`src/rtl/pipe_hazard_ctrl.sv`:
```
// pipe_hazard_ctrl
// Central stall/flush sequencer for the 5-stage pipeline. Decides, every
// cycle, which pipeline registers may load and whether ID/EX receives a
// bubble or a squash. Handles load-use hazards, multi-cycle memory waits,
// EX-stage redirects (including redirects that arrive while memory is
// busy), and parking the pipe once HALT reaches write-back.

module pipe_hazard_ctrl #(
   parameter int MEM_TIMEOUT = 255,
   parameter int CNT_WIDTH   = 16
) (
   input  logic                 clk,
   input  logic                 rst,
   input  logic [2:0]           idRs,
   input  logic [2:0]           idRt,
   input  logic                 idRsValid,
   input  logic                 idRtValid,
   input  logic [2:0]           exWriteReg,
   input  logic                 exWriteRegValid,
   input  logic                 exRegWrite,
   input  logic                 exMemRead,
   input  logic                 exRedirect,
   input  logic                 memBusy,
   input  logic                 wbHalt,
   output logic                 writePc,
   output logic                 writeIfId,
   output logic                 writeIdEx,
   output logic                 writeLate,
   output logic                 controlZeroIdEx1,
   output logic                 controlZeroIdEx2,
   output logic                 flushIfId,
   output logic                 halted,
   output logic [CNT_WIDTH-1:0] stallCount,
   output logic [CNT_WIDTH-1:0] flushCount,
   output logic                 errTimeout
);

   typedef enum logic [1:0] {
      RUN      = 2'd0,
      MEM_WAIT = 2'd1,
      HALTED   = 2'd2
   } state_t;

   localparam logic [8:0]           TMO_LIMIT = 9'(MEM_TIMEOUT);
   localparam logic [CNT_WIDTH-1:0] CNT_MAX   = '1;

   state_t     state;
   logic       pend_redirect;
   logic [7:0] tmo_cnt;
   logic [8:0] tmo_next;
   logic       rs_hit;
   logic       rt_hit;
   logic       load_use;
   logic       redirect;

   // A source register only matches when both sides carry a valid bit, so
   // an unused register field (even r0) can never create a false hazard.
   always_comb begin
      rs_hit   = idRsValid & (idRs == exWriteReg);
      rt_hit   = idRtValid & (idRt == exWriteReg);
      load_use = exMemRead & exRegWrite & exWriteRegValid & (rs_hit | rt_hit);
      redirect = exRedirect | pend_redirect;
      tmo_next = {1'b0, tmo_cnt} + 9'd1;
   end

   // Mealy control outputs, resolved by priority:
   // reset > parked > halt in WB > memory busy > redirect > load-use > normal.
   always_comb begin
      writePc          = 1'b0;
      writeIfId        = 1'b0;
      writeIdEx        = 1'b0;
      writeLate        = 1'b0;
      controlZeroIdEx1 = 1'b0;
      controlZeroIdEx2 = 1'b0;
      flushIfId        = 1'b0;
      halted           = 1'b0;
      if (!rst) begin
         halted = 1'b0;
      end else if (state == HALTED) begin
         halted = 1'b1;
      end else if (wbHalt || memBusy) begin
         halted = 1'b0;
      end else if (redirect) begin
         writePc          = 1'b1;
         writeIfId        = 1'b1;
         writeIdEx        = 1'b1;
         writeLate        = 1'b1;
         flushIfId        = 1'b1;
         controlZeroIdEx2 = 1'b1;
      end else if (load_use) begin
         writeIdEx        = 1'b1;
         writeLate        = 1'b1;
         controlZeroIdEx1 = 1'b1;
      end else begin
         writePc   = 1'b1;
         writeIfId = 1'b1;
         writeIdEx = 1'b1;
         writeLate = 1'b1;
      end
   end

   // State, deferred redirect, timeout tracking and saturating statistics.
   // A redirect seen while memory is busy cannot be applied (nothing may
   // load), so it is remembered and applied on the first ready cycle.
   always_ff @(posedge clk or negedge rst) begin
      if (!rst) begin
         state         <= RUN;
         pend_redirect <= 1'b0;
         tmo_cnt       <= 8'd0;
         errTimeout    <= 1'b0;
         stallCount    <= '0;
         flushCount    <= '0;
      end else begin
         case (state)
            HALTED: begin
               state <= HALTED;
            end
            default: begin
               if (!writePc && stallCount != CNT_MAX) begin
                  stallCount <= stallCount + 1'b1;
               end
               if (wbHalt) begin
                  state <= HALTED;
               end else if (memBusy) begin
                  state <= MEM_WAIT;
                  if (!tmo_next[8]) begin
                     tmo_cnt <= tmo_next[7:0];
                  end
                  if (tmo_next >= TMO_LIMIT) begin
                     errTimeout <= 1'b1;
                  end
                  if (exRedirect) begin
                     pend_redirect <= 1'b1;
                  end
               end else begin
                  state   <= RUN;
                  tmo_cnt <= 8'd0;
                  if (redirect) begin
                     pend_redirect <= 1'b0;
                     if (flushCount != CNT_MAX) begin
                        flushCount <= flushCount + 1'b1;
                     end
                  end
               end
            end
         endcase
      end
   end

endmodule

```
`config.mk`:
```
export PLATFORM = sky130hd
export DESIGN_NAME = pipe_hazard_ctrl
export DESIGN_NICKNAME = d
export VERILOG_FILES = /design/src/rtl/pipe_hazard_ctrl.sv
export SDC_FILE = /design/constraint.sdc
export NUM_CORES = 1
export LEC_CHECK = 0
export CAP_MARGIN = 20
export CORE_ASPECT_RATIO = 0.6
export CORE_MARGIN = 2
export CORE_UTILIZATION = 48
export CTS_CLUSTER_DIAMETER = 60
export DETAILED_ROUTE_END_ITERATION = 6
export GPL_ROUTABILITY_DRIVEN = 1
export HOLD_SLACK_MARGIN = 0.15
export PLACE_DENSITY = 0.79
export SETUP_SLACK_MARGIN = 0.05
export SKIP_LAST_GASP = 1
export SLEW_MARGIN = 0
export SYNTH_ARGS = -nofsm -noshare
export SYNTH_HDL_FRONTEND = slang
export SYNTH_SLANG_ARGS = --single-unit
```
`constraint.sdc`:
```
create_clock -name clk -period 2.4 [get_ports clk]
set_clock_uncertainty 0.05 [all_clocks]
set_input_delay 0.48 -clock clk [delete_from_list [all_inputs] [get_ports clk]]
set_output_delay 0.48 -clock clk [all_outputs]
set_load 0.05 [all_outputs]
```
==> metrics.yaml <==
fin_crit_sh_pct: 94.9
drc: 0
post-place-cells: 352
cp-startpoint: "wbHalt"
rsz0062_at_grt: "no"
coreArea_sq_um: 4560
endpoint: "flushIfId"
fin_util_pct: 70.3
reg2reg_to: "tmo_cnt[5]"
grt_pass1_vias: 1810
dieArea_sq_um: 5320
cp.arrival_ns: 1.75
rows: 19
r2r_slack_ns: 0.27
min_path_type: "input pin to asynchronous set/reset pin"
yosysTopAreaCellShare_pct: 48.4
drv_slew: 0
synthFlopType: "dfrtp_1"
drtPass1Iterations: 4
clock_path_buffers: 2
cts_root_buf: "clkbuf_8"
ioPinCount: 60
required_ns: 1.87
syn_inst: 226
synth_area_leaders: "dfrtp_1 48%, xnor2_1 11%, nand2_1 4.8%, nand4_1 4.4%, and3_1 3.6%"
p_per_area_nw_per_um2: 435
via_per_inst: 5.17
grt_max_degree: 45
start_kind: "input pin"
dp_slack_ns: -0.0875
r2r_cells: 7
hold_violations: 0
io_buffers: 59
busiest_layer: "met1"
chipWidth_um: 92.9
holdWs_ns: 0.238
area_growth_pct: 41.1
antenna_found_initial: 0
grt_use_met1_pct: 30.9
worst_slack_ns: 0.123
grt_util_met3_pct: 5.28
drt_iter0_markers: 81
cts_tree: "done"
synth_nets: 249
ir_drop_mv: 0.322
cts_sinks: 44
crit_fanout: 5
routed_wl_mm: 5.01
track_usage_pct: 20.6
final_nets: 320
synth-async-reset-ratio_pct: 100
ant_nets: 0
fin_crit_ns: 2.28
end_kind: "output pin"
synth_area_per_cell_sq_um: 10.1
antenna_cells: 0
relSlewSlack_pct: 63.8
yosys.cell_count.top_type: "dfrtp_1"
place.gp.congestion: 0.864
use_met2_pct: 29.1
synth_top_area_cell: "dfrtp_1"
setup_violations: 0
seq_area_frac_synth_pct: 48.4
p_total_w: 0.00139
leakage_nw: 1.47
clk_latency_ns: 0.30
status: "complete, no violations"
final_cells: 361
yosys-top-cells-count: "44 x dfrtp_1, 29 x nand2_1, 29 x xnor2_1, 16 x nand4_1, 15 x nor2_1"
numCtsBuffers: 5
worstSetupPathType: "input pin to output pin"
synth_cell_type_count: 34
worstMarginPinSlew_ns: 0.543
synth_edf_count: 0
synth_seq_cells: 44
start_util_pct: 49.8
overflow: 0
dieHeight_um: 57.3
reg2reg_from: "tmo_cnt[0]"
vias: 1866
fmax_mhz: 439
hold_buffers: 0
cts_max_level: 2
clk_pin_slew_ns: 0.09
grt_pass1_wl_mm: 8.61
yosys_warnings: 0
hpwl_mm: 3.81
wl_per_cell_um: 13.9
maxCapViolCount: 0
layout-drive-gt1-share_pct: 13.8
syn_area_sq_um: 2270
per-stage QoR:
step | setup TNS [ns] | instance area [sq um]
after global routing | 0 | 3210
after CTS | 0 | 3190
after global placement | -0.133 | 3050
after detailed placement | -0.480 | 3050
final | 0 | 3210
after floorplan | -0.0485 | 2270
critical path, cell delays in order:
cell	delay, ns
clkdlybuf4s50_1	0.46
nor3_2	0.25
nand2_2	0.16
nor2_1	0.12
buf_4	0.15
buf_12	0.13
how the worst min path moves through the flow:
stage          cells after the start       endpoint  slack [ns]          start
4_1_cts                            2     tmo_cnt[2]        0.25            rst
3_3_place_gp                       1     errTimeout        0.42     errTimeout
5_1_grt                            2     tmo_cnt[2]        0.28            rst
3_5_place_dp                       1  flushCount[7]        0.43  flushCount[7]
6_report                           2     tmo_cnt[2]        0.24            rst
2_1_floorplan                      0     errTimeout        0.13            rst
area by class of cell:
type | instances | area, sq um
inverter | 4 | 15.0
sequential | 44 | 1100
timing repair buffer | 72 | 776
multi-input combinational | 170 | 1120
clock buffer | 5 | 68.8
clock inverter | 3 | 46.3
tap | 63 | 78.8
fill | 354 | 1360
cell families (layout without fill, tap and decap cells):
family | after synthesis | count (layout) | share of synthesized area, %
and+or+nand+nor | 103 | 103 | 23.9
buffers and inverters | 12 | 84 | 3.47
DFF | 44 | 44 | 48.4
muxes | 1 | 1 | 0.495
AOI/OAI and AO/OA | 24 | 24 | 6.88
xor gates and xnor gates | 38 | 38 | 14.6
adders and majority gates | 4 | 4 | 2.20
registers in the layout, indices dropped and copies added, names as in the netlist:
register       count
errTimeout         1
pend_redirect      1
tmo_cnt            8
state              2
stallCount        16
flushCount        16
power by group:
group	leakage (nW)	internal, W	switching [W]	total (W)
Clock	0.0548	0.000314	0.000269	0.000582
Sequential	0.610	0.000741	0	0.000741
Combinational	0.808	0.0000380	0.0000338	0.0000717
Total	1.47	0.00109	0.000302	0.00139
routing by layer:
metal  part of all wire (%)  up-vias  routed length [um]
met5                      0        -                   0
met4                    1.2        0                  60
met3                    6.4        5                 322
met2                     42       62                2090
met1                     51      873                2540
li1                       -      926                   -
repair_timing:
item,in CTS,in global routing
buffers inserted,1,0
gates resized for setup,9,7
setup endpoints to repair,3,5
pin swaps,2,10
placed cells by master, fill, tap and decap left out, drive strengths merged, types with 3 or more instances in the layout:
| master | Yosys | layout |
|---|---|---|
| nand3 | 9 | 9 |
| nor2b | 3 | 3 |
| dfrtp | 44 | 44 |
| clkdlybuf4s50 | 0 | 42 |
| dlymetal6s2s | 0 | 6 |
| ha | 4 | 4 |
| xor2 | 9 | 9 |
| and4 | 5 | 5 |
| inv | 4 | 5 |
| o21ai | 12 | 12 |
| and3 | 14 | 14 |
| xnor2 | 29 | 29 |
| nand4 | 16 | 16 |
| nor2 | 15 | 15 |
| nor3 | 4 | 4 |
| buf | 6 | 22 |
| clkbuf | 2 | 5 |
| nand2 | 29 | 29 |
| nand2b | 3 | 3 |
(Power assumes the default switching activity.)
